--- src/rtl/mem_access_ctrl.sv ---
// rtl/mem_access_ctrl.sv - load/store access controller: alignment check, MMU translation, one bus transfer
// Optional build macro MEM_UNMAPPED_KSEG_EN lets kseg0/kseg1 addresses bypass the MMU.
module mem_access_ctrl (
    input  logic        clk,
    input  logic        res,
    input  logic        req_valid,
    output logic        req_ready,
    input  logic        req_write,
    input  logic [1:0]  req_size,
    input  logic [31:0] req_vaddr,
    input  logic [31:0] req_wdata,
    input  logic        flush,
    output logic        resp_valid,
    output logic [31:0] resp_rdata,
    output logic        resp_exc,
    output logic [4:0]  resp_excCode,
    output logic [31:0] resp_badVaddr,
    output logic        mmu_addrValid,
    output logic [31:0] mmu_vAddr,
    input  logic [31:0] mmu_pAddr,
    input  logic        mmu_tlbMiss,
    input  logic        mmu_tlbInvalid,
    input  logic        mmu_tlbModified,
    output logic        bus_valid,
    output logic        bus_write,
    output logic [31:0] bus_addr,
    output logic [3:0]  bus_byteEn,
    output logic [31:0] bus_wdata,
    input  logic        bus_ready,
    input  logic [31:0] bus_rdata
);

    typedef enum logic [1:0] {
        S_IDLE  = 2'd0,
        S_XLATE = 2'd1,
        S_BUS   = 2'd2,
        S_RESP  = 2'd3
    } state_t;

    localparam logic [4:0] EXC_MOD  = 5'd1;
    localparam logic [4:0] EXC_TLBL = 5'd2;
    localparam logic [4:0] EXC_TLBS = 5'd3;
    localparam logic [4:0] EXC_ADEL = 5'd4;
    localparam logic [4:0] EXC_ADES = 5'd5;

    state_t      state_q, state_d;
    logic        write_q, write_d;
    logic [31:0] vaddr_q, vaddr_d;
    logic [31:0] wdata_q, wdata_d;
    logic [3:0]  byte_en_q, byte_en_d;
    logic [31:0] bus_addr_q, bus_addr_d;
    logic        bus_valid_q, bus_valid_d;
    logic        flush_q, flush_d;
    logic        resp_valid_q, resp_valid_d;
    logic [31:0] resp_rdata_q, resp_rdata_d;
    logic        resp_exc_q, resp_exc_d;
    logic [4:0]  resp_code_q, resp_code_d;
    logic [31:0] resp_bad_q, resp_bad_d;

    logic        req_misaligned;
    logic        req_kseg;
    logic [3:0]  req_be;

`ifdef MEM_UNMAPPED_KSEG_EN
    assign req_kseg = (req_vaddr[31:30] == 2'b10);
`else
    assign req_kseg = 1'b0;
`endif

    // Reserved size encoding 3 behaves exactly like a word access.
    always_comb begin
        req_misaligned = 1'b0;
        req_be         = 4'b1111;
        case (req_size)
            2'd0: req_be = 4'b0001 << req_vaddr[1:0];
            2'd1: begin
                req_be         = 4'b0011 << {req_vaddr[1], 1'b0};
                req_misaligned = req_vaddr[0];
            end
            default: req_misaligned = (req_vaddr[1:0] != 2'b00);
        endcase
    end

    always_comb begin
        state_d      = state_q;
        write_d      = write_q;
        vaddr_d      = vaddr_q;
        wdata_d      = wdata_q;
        byte_en_d    = byte_en_q;
        bus_addr_d   = bus_addr_q;
        bus_valid_d  = bus_valid_q;
        flush_d      = flush_q;
        resp_valid_d = 1'b0;
        resp_rdata_d = 32'd0;
        resp_exc_d   = 1'b0;
        resp_code_d  = 5'd0;
        resp_bad_d   = 32'd0;

        case (state_q)
            S_IDLE: begin
                flush_d = 1'b0;
                if (req_valid) begin
                    write_d   = req_write;
                    vaddr_d   = req_vaddr;
                    wdata_d   = req_wdata;
                    byte_en_d = req_be;
                    if (req_misaligned) begin
                        state_d      = S_RESP;
                        resp_valid_d = 1'b1;
                        resp_exc_d   = 1'b1;
                        resp_code_d  = req_write ? EXC_ADES : EXC_ADEL;
                        resp_bad_d   = req_vaddr;
                    end else if (req_kseg) begin
                        state_d     = S_BUS;
                        bus_valid_d = 1'b1;
                        bus_addr_d  = req_vaddr & 32'h1fff_fffc;
                    end else begin
                        state_d = S_XLATE;
                    end
                end
            end
            S_XLATE: begin
                if (flush) begin
                    state_d = S_IDLE;
                end else if (mmu_tlbMiss || mmu_tlbInvalid) begin
                    state_d      = S_RESP;
                    resp_valid_d = 1'b1;
                    resp_exc_d   = 1'b1;
                    resp_code_d  = write_q ? EXC_TLBS : EXC_TLBL;
                    resp_bad_d   = vaddr_q;
                end else if (write_q && mmu_tlbModified) begin
                    state_d      = S_RESP;
                    resp_valid_d = 1'b1;
                    resp_exc_d   = 1'b1;
                    resp_code_d  = EXC_MOD;
                    resp_bad_d   = vaddr_q;
                end else begin
                    state_d     = S_BUS;
                    bus_valid_d = 1'b1;
                    bus_addr_d  = mmu_pAddr & 32'hffff_fffc;
                end
            end
            S_BUS: begin
                // A flushed transfer still runs to completion; only its response is dropped.
                if (flush) begin
                    flush_d = 1'b1;
                end
                if (bus_ready) begin
                    bus_valid_d = 1'b0;
                    if (flush || flush_q) begin
                        state_d = S_IDLE;
                    end else begin
                        state_d      = S_RESP;
                        resp_valid_d = 1'b1;
                        resp_rdata_d = write_q ? 32'd0 : bus_rdata;
                    end
                end
            end
            default: begin
                state_d = S_IDLE;
            end
        endcase
    end

    always_ff @(posedge clk) begin
        if (res) begin
            state_q      <= S_IDLE;
            write_q      <= 1'b0;
            vaddr_q      <= 32'd0;
            wdata_q      <= 32'd0;
            byte_en_q    <= 4'd0;
            bus_addr_q   <= 32'd0;
            bus_valid_q  <= 1'b0;
            flush_q      <= 1'b0;
            resp_valid_q <= 1'b0;
            resp_rdata_q <= 32'd0;
            resp_exc_q   <= 1'b0;
            resp_code_q  <= 5'd0;
            resp_bad_q   <= 32'd0;
        end else begin
            state_q      <= state_d;
            write_q      <= write_d;
            vaddr_q      <= vaddr_d;
            wdata_q      <= wdata_d;
            byte_en_q    <= byte_en_d;
            bus_addr_q   <= bus_addr_d;
            bus_valid_q  <= bus_valid_d;
            flush_q      <= flush_d;
            resp_valid_q <= resp_valid_d;
            resp_rdata_q <= resp_rdata_d;
            resp_exc_q   <= resp_exc_d;
            resp_code_q  <= resp_code_d;
            resp_bad_q   <= resp_bad_d;
        end
    end

    assign req_ready     = (state_q == S_IDLE);
    assign mmu_addrValid = (state_q == S_XLATE);
    assign mmu_vAddr     = (state_q == S_XLATE) ? vaddr_q : 32'd0;

    // A flush arriving in the response cycle cancels the strobe it would otherwise carry.
    assign resp_valid    = resp_valid_q && !flush;
    assign resp_rdata    = resp_rdata_q;
    assign resp_exc      = resp_exc_q;
    assign resp_excCode  = resp_code_q;
    assign resp_badVaddr = resp_bad_q;

    assign bus_valid     = bus_valid_q;
    assign bus_write     = write_q;
    assign bus_addr      = bus_addr_q;
    assign bus_byteEn    = byte_en_q;
    assign bus_wdata     = wdata_q;

endmodule

--- config.mk ---
export PLATFORM = sky130hd
export DESIGN_NAME = mem_access_ctrl
export DESIGN_NICKNAME = d
export VERILOG_FILES = /design/src/rtl/mem_access_ctrl.sv
export SDC_FILE = /design/constraint.sdc
export NUM_CORES = 1
export LEC_CHECK = 0
export CAP_MARGIN = 25
export CORE_AREA = 2 2 127 129
export CTS_CLUSTER_DIAMETER = 120
export DETAILED_ROUTE_END_ITERATION = 10
export DIE_AREA = 0 0 129 131
export MAX_ROUTING_LAYER = met4
export PLACE_DENSITY = 0.84
export SYNTH_ARGS = -nofsm -noshare
export SYNTH_HDL_FRONTEND = slang
export SYNTH_SLANG_ARGS = --single-unit
--- constraint.sdc ---
create_clock -name clk -period 3.05 [get_ports clk]
set_input_delay 0.61 -clock clk [delete_from_list [all_inputs] [get_ports clk]]
set_output_delay 0.61 -clock clk [all_outputs]
set_load 0.05 [all_outputs]
Yosys cells after proc, flatten, opt, wreduce, memory -nomap -nowiden

Cells that the tools add are included.

Equality and inequality tests: 9
Shifts and indexed selects: 2
Multiplexer cells: 41
Bitwise operators: 5
Reductions and logical operators: 16

Operators with widths:

| operator                                                          | count |
|---|---|
| 32-bit two-way mux                                                | 6 |
| 32-bit case mux with 2 select lines                               | 1 |
| 1-bit two-way mux                                                 | 17 |
| 2-bit two-way mux                                                 | 7 |
| 2-bit != test, second input constant                              | 6 |
| 1-bit case mux with 2 select lines                                | 4 |
| 4-bit case mux with 2 select lines                                | 1 |
| 3-bit two-way mux                                                 | 2 |
| 2-bit case mux with 3 select lines                                | 1 |
| 3-bit case mux with 2 select lines                                | 1 |
| 2-bit AND reduction                                               | 3 |
| 2-bit nonzero test                                                | 3 |
| 1-bit NOT                                                         | 5 |
| 5-bit AND reduction                                               | 1 |
| 5-bit OR reduction                                                | 1 |
| 2-bit by 1-bit == test with 1-bit output, second input constant   | 2 |
| 2-bit zero test                                                   | 2 |
| 4-bit AND reduction                                               | 1 |
| 1-bit by 2-bit << shifter with 4-bit output, first input constant | 1 |
| 2-bit by 2-bit << shifter with 4-bit output, first input constant | 1 |
| 1-bit case mux with 3 select lines                                | 1 |
| 2-bit == test, second input constant                              | 1 |
| 1-bit logical AND                                                 | 2 |
| 1-bit logical OR                                                  | 2 |
| 1-bit zero test                                                   | 1 |

Bits in registers: 174
Input port bits: 139
Output and inout port bits: 175
Word-level logic and storage cells: 86

Logic depth before layout (Yosys ltp)

Gate-level depths: netlist of run 1.

Depth after elaboration: 5
Gate-level depth with buffers: 7
Mapped depth without buffers: 3

Worst setup path after synthesis of run 1

Ideal clock, no wire load.

Kind: register -> output
Start point: register state_q[0]
End point: output port mmu_vAddr[22]
Arrival time: 1.809 ns
Data required time: 2.440 ns
Slack: 0.631 ns
Cell stages (with the launch flop): 6
Cell sequence: dfxtp_1 > buf_4 > inv_1 > nor2_1 > clkbuf_1 > and2_1

Cells in the longest elaborated chain, start to end: 2

RTL lines:

| element                                  | line | RTL |
|---|---|---|
| start: declaration                       | 46   | `state_t state_q, state_d;` |
| start signal: assignment                 | 181  | `state_q <= state_d;` |
| 2-bit by 1-bit == test with 1-bit output | n/a  |  |
| net mmu_addrValid                        | 18   | `output logic mmu_addrValid,` |
| 32-bit two-way mux                       | 199  | `assign mmu_vAddr = (state_q == S_XLATE) ? vaddr_q : 32'd0;` |
| end: declaration                         | 19   | `output logic [31:0] mmu_vAddr,` |

The timed path passes the listed nets, and every way through them passes these cells.

Worst setup path in the final report of run 1

Start point: register state_q[0]
End point: output port mmu_vAddr[24]

Cells in the longest elaborated chain, start to end: 2

RTL lines:

| element                                  | line |
|---|---|
| 2-bit by 1-bit == test with 1-bit output | 199 |
| 32-bit two-way mux                       | 199 |

No other way between the ends.

==> metrics.cfg, run 1 <==
[timing]
finClkSkew_ns=0.01307
timing.fmax_ghz=0.3723
slew_viol_final=0
timing.slew.headroom_pct=49.83
hold_slack_ns=0.4524
tightest_slew_ns=0.7526
setup-tns-final_ns=0
setup_ws_ns=0.3637
rsz0062_at_grt=no
min_period_ns=2.686
finalHoldViolations=0
post-route-period-util_pct=88.08
setup_viol=0

[die]
die_x_um=129
die_area_mm2=0.01690
die_h_um=131
core_mm2=0.01560
num_rows=46
initial_core_util_pct=39.15
pin_count=314

[routing]
drt-total-wl_um=19040
ant_nets=0
vias=5781
drc=0
drt-pass1-iter-count=4
post_drt_wl_per_cell_um=15.90
initialDrtViolationCount=337
avgViaCountPerCell=4.830

[cells_and_area]
layout_commonest_cell=clkdlybuf4s50_1
antenna_cells=0
final_cells=1197
drive_gt1_share_pct=8.970
area_growth_pct=61.18
n_fill_cell=1277
layout_common_cells=clkdlybuf4s50_1 (279), dfxtp_1 (172), nand2_1 (132)
nets=1107

[clock_network]
numCtsBuffers=17
clockRootBuffer=clkbuf_16
clock_sinks=172
clk_path_buf_depth=2
tritoncts=yes
postCtsSetupRepairBufs=0
h-tree-depth=4
cts_hold_buf=0
path_clk_slew_ns=0.07
clock_latency_ns=0.42
post_cts_resized=0

[placement]
place_ws_ns=0.4751
dp_cells=1165
hpwlAfterDp_um=13270
io_buffers=307
globalplace.congestion=0.7618

[logic_synthesis]
synth.distinct_cells=40
synthAdderAreaFrac_pct=0
synth_largest_area_cell=dfxtp_1
synth-compound-area-share_pct=17.13
yosys.area.top_type_share_pct=56.38
synth_area_mm2=0.006107
synthMuxAreaShare_pct=0.1639
synth_area_leaders=dfxtp_1 (56%), a21oi_1 (8.6%), nand2_1 (8.1%), and2_1 (6.6%), a22o_1 (3.9%)
synth_simple_gate_area_share_pct=21.20
ys_seq_area_share_pct=56.38
synth.avg_cell_area_um2=8.968
yosys_warnings=0
syn-instance-count=681
ys_seq_elements=172
synth_xor_area_share_pct=0
synth_top_family_by_area=simple AND/OR/NAND/NOR gates

[run_status]
status=complete, no violations

[critical_path]
end_kind=primary output
arrival_ns=2.08
crit_required_ns=2.44
critical_path_class=reg -> out
reg2reg_setup_slack_ns=1.14
worst-path-max-fanout=8
start_kind=register

[pwr]
power_density_mw_per_mm2=594.1
power.leakage_nw=3.679
peakVddDrop_mv=0.3622

[worst_hold_path]
hp-class=reg -> reg

[grt]
overflow=0
grt_usage_pct=22.48
grt_first_pass_wirelength_um=28510
grt_max_degree=70
grt_antenna_before_repair=0
use_met1_pct=27.37
grt_util_met2_pct=36.97
grt_use_met3_pct=5.863
grt_busiest_layer=met2
grt_pass1_vias=5455

[flow_run]
cap_violations=0

-- worst max-delay path: stages, from the launching register on --
cell and delay, ns:
dfxtp_1 0.32, inv_1 0.06, nor2_2 0.28, and2_1 0.18, clkdlybuf4s50_1 0.82
-- final timing paths --
kind,from,end,cells after the start
worst max-delay path,state_q[0],mmu_vAddr[24],4
worst min-delay path,bus_wdata[16],bus_wdata[16],2
worst max register to register,state_q[1],bus_byteEn[2],5
worst min register to register,bus_wdata[16],bus_wdata[16],2
-- power by group --
part	internal, W	switching, W	total, W
Sequential	0.00238	0.0000703	0.00245
Combinational	0.000485	0.000827	0.00131
Clock	0.00118	0.000907	0.00208
Total	0.00404	0.00180	0.00585
-- cells by family after synthesis --
group / Yosys count
AND/OR/NAND/NOR: 266
AO/OA/AOI/OAI: 178
flip-flops: 172
buffers and inverters: 63
multiplexers: 1
other: 1
-- metal layers --
metal	share of wire (%)	routed length, um
met5	0	0
met4	1.3	248
met3	5.6	1060
met2	51	9751
met1	42	7975
-- area by class of cell --
| cell class | count | area (um2) | share of cell area [%] |
|---|---|---|---|
| clock buffers | 20 | 456.7 | 4.640 |
| repair buffers | 326 | 3158 | 32.08 |
| inverters | 2 | 7.507 | 0.07627 |
| multi-input cells | 449 | 2395 | 24.33 |
| well taps | 216 | 270.3 | 2.746 |
| clock inverters | 12 | 112.6 | 1.144 |
| flip-flops and latches | 172 | 3443 | 34.98 |
-- sequential cells by signal, indices dropped and copies added (netlist names) --
register	count
state_q	2
resp_rdata	32
resp_exc	1
resp_badVaddr	32
bus_valid	1
bus_write	1
flush_q	1
resp_valid_q	1
resp_excCode	3
bus_wdata	32
bus_addr	30
vaddr_q	32
bus_byteEn	4
-- per-stage QoR --
| stage | total power [W] | utilization (%) | instance area (um2) |
|---|---|---|---|
| CTS | 0.005901 | 63.11 | 9843 |
| floorplan | 0.003288 | - | 6118 |
| finish | 0.005848 | 63.11 | 9843 |
| detailed placement | 0.003824 | 59.46 | 9274 |
| global route | 0.006095 | 63.11 | 9843 |
| global placement | 0.003805 | 59.46 | 9274 |
-- synth_stat cells, drive strengths merged --
master   count
dfxtp      172
nand2      132
a21oi      105
and2        64
clkbuf      39
nand3       37
o21ai       30
a22o        27
buf         22
nor2         7
nor3         7
nand4        5
a211oi       3
nor3b        3
or2          3
a21o         2
a221oi       2
inv          2
o21bai       2
or3b         2
a211o        1
a22oi        1
a2bb2oi      1
and4bb       1
conb         1
mux2i        1
nand2b       1
nand3b       1
nor2b        1
nor4         1
o211ai       1
o221ai       1
o31a         1
o41ai        1
or3          1
Power figures use the tool's default switching activity.
==> run 2, diff against run 1 <==
Settings changed: CORE_AREA 2 2 127 129 to 2 2 134 136, DIE_AREA 0 0 129 131 to 0 0 136 138, PLACE_DENSITY 0.84 to 0.79.
Clock period 3.05 ns to 2.15 ns, I/O delays scaled along.
==> run 2 against run 1 <==
Effect of this change: register-to-register slack worse by 0.72 ns; highest routed layer unchanged; non-clock buffer count rose by 15; total power grew 45%; sequential share of layout area down 2.1 points; flip-flop and latch count unchanged; first-iteration DRC count fell by 12%; routed wire length up 2.5%; final cell count increased by 2.3%; sequential power grew 42%; core utilization shrank 3.3 points.
==> metrics.cfg, run 2 (synthesis results as in run 1) <==
[timing]
finClkSkew_ns=0.008589  ; -0.004480 ns
rsz0062_at_grt=no
setup-tns-final_ns=0  ; unchanged
tightest_slew_ns=0.7037  ; -0.04887 ns
min_period_ns=2.060
timing.fmax_ghz=0.4855
setup_viol=0  ; unchanged
finalHoldViolations=0  ; unchanged
timing.slew.headroom_pct=53.09  ; +3.3 points
slew_viol_final=0  ; unchanged
post-route-period-util_pct=95.80

[placement]
io_buffers=307  ; unchanged
globalplace.congestion=0.7837  ; +2.9%
hpwlAfterDp_um=13950  ; +5.1%
dp_cells=1190  ; +2.1%
postPlaceCellArea_mm2=0.009871  ; +6.4%

[cells_and_area]
drive_gt1_share_pct=11.26  ; +2.3 points
layout_common_cells=clkdlybuf4s50_1 (270), dfxtp_1 (171), nand2_1 (132)
postLayoutCellArea_mm2=0.01048  ; +6.5%
area_growth_pct=71.62
final_cells=1225  ; +2.3%
layout_commonest_cell=clkdlybuf4s50_1
nets=1122  ; +1.4%

[clock_network]
clockRootBuffer=clkbuf_16
path_clk_slew_ns=0.07  ; about the same
clk_path_buf_depth=2  ; unchanged
tritoncts=yes
cts_hold_buf=0  ; unchanged
numCtsBuffers=17  ; unchanged
clock_latency_ns=0.42  ; about the same
clock_sinks=172  ; unchanged
h-tree-depth=4  ; unchanged

[grt]
grt_antenna_before_repair=1  ; +1
grt_usage_pct=21.17  ; -1.3 points
grt_pass1_vias=5839  ; +7.0%
grt_max_degree=66  ; -5.7%
grt_first_pass_wirelength_um=30490  ; +6.9%
overflow=0  ; unchanged

[routing]
drt-pass1-iter-count=5  ; +1
drc=0  ; unchanged
avgViaCountPerCell=4.800  ; -0.61%
post_drt_wl_per_cell_um=15.93  ; +0.17%
vias=5880  ; +1.7%
initialDrtViolationCount=296  ; -12%
drt-total-wl_um=19510  ; +2.5%
ant_nets=0  ; unchanged

[critical_path]
crit_path_cell_trace=clkdlybuf4s50_1
cpMaxStageDelayCell=clkdlybuf4s50_1
worst_r2r_path_depth=5  ; unchanged
arrival_ns=1.63  ; -0.45 ns
crit_buf_inv=1  ; -1
worst-path-max-fanout=1  ; -7
crit_required_ns=1.72  ; -0.72 ns
start_kind=register
critical-path-top-delay-family=buffers and inverters
slowest_delay_ns=0.83  ; about the same
critical_path_class=reg -> out
path_depth=1  ; -3
end_kind=primary output

[die]
core_mm2=0.01753  ; +12%
num_rows=49  ; +6.5%
initial_core_util_pct=34.83  ; -4.3 points
die_x_um=136  ; +5.4%
die_area_mm2=0.01877  ; +11%
pin_count=314  ; unchanged
die_h_um=138  ; +5.3%

[worst_hold_path]
hp-class=reg -> reg
hold_path_depth=2  ; unchanged

[pwr]
power_density_mw_per_mm2=807.7  ; +36%
power.leakage_nw=3.886  ; +5.6%
peakVddDrop_mv=0.5707  ; +58%

[flow_run]
cap_violations=0  ; unchanged

[run_status]
status=complete, no violations

==> run 2: changes by cell type in the layout (fill, tap and decap cells not counted), sizes merged <==
cell	change
clkdlybuf4s50	-9
diode	+1
buf	+23
==> run 2: final timing paths <==
kind,from,end,slack [ns]
setup / recovery,resp_rdata[29],resp_rdata[29],0.09
hold / removal,bus_wdata[9],bus_wdata[9],0.46
setup reg to reg,state_q[0],resp_badVaddr[22],0.42
hold reg to reg,bus_wdata[9],bus_wdata[9],0.46
==> run 2: through the flow <==
stage | setup WS, ns | power, W | util [%] | hold WS, ns
after global placement | 0.05228 | 0.005548 | 56.29 | 0.4418
after floorplan | 0.1838 | 0.004665 | - | 0.4450
final | 0.09023 | 0.008466 | 59.78 | 0.4560
after detailed placement | 0.02389 | 0.005583 | 56.29 | 0.4482
after global routing | 0.008901 | 0.008824 | 59.78 | 0.4750
after CTS | 0.04388 | 0.008534 | 59.50 | 0.4571
==> run 2: repair_timing <==
action | 4_1_cts | 5_1_grt
gates resized for setup | 2 | 1
gates cloned | 0 | 1
buffers inserted | 0 | 2
setup endpoints to repair | 32 | 5
==> run 2: metal layers <==
metal | GRT usage, % | wire, um | vias up
met5 | - | 0 | -
li1 | - | - | 2903
met2 | 35.23 | 9565 | 204
met1 | 24.33 | 8105 | 2739
met3 | 5.134 | 1291 | 34
met4 | 8.498 | 552 | 0
==> run 2: final cells by class <==
class / count / area [um2]
diodes: 1 / 2.502
multi-input cells: 449 / 2400
flip-flops and latches: 172 / 3447
fillers: 1502 / 7053
inverters: 2 / 7.507
repair buffers: 341 / 3779
clock buffers: 19 / 442.9
well taps: 229 / 286.5
clock inverters: 12 / 116.4
==> run 2: power by group <==
part / switching [W] / internal (W)
logic: 0.00121 / 0.000840
registers: 0.000112 / 0.00338
clock network: 0.00129 / 0.00163
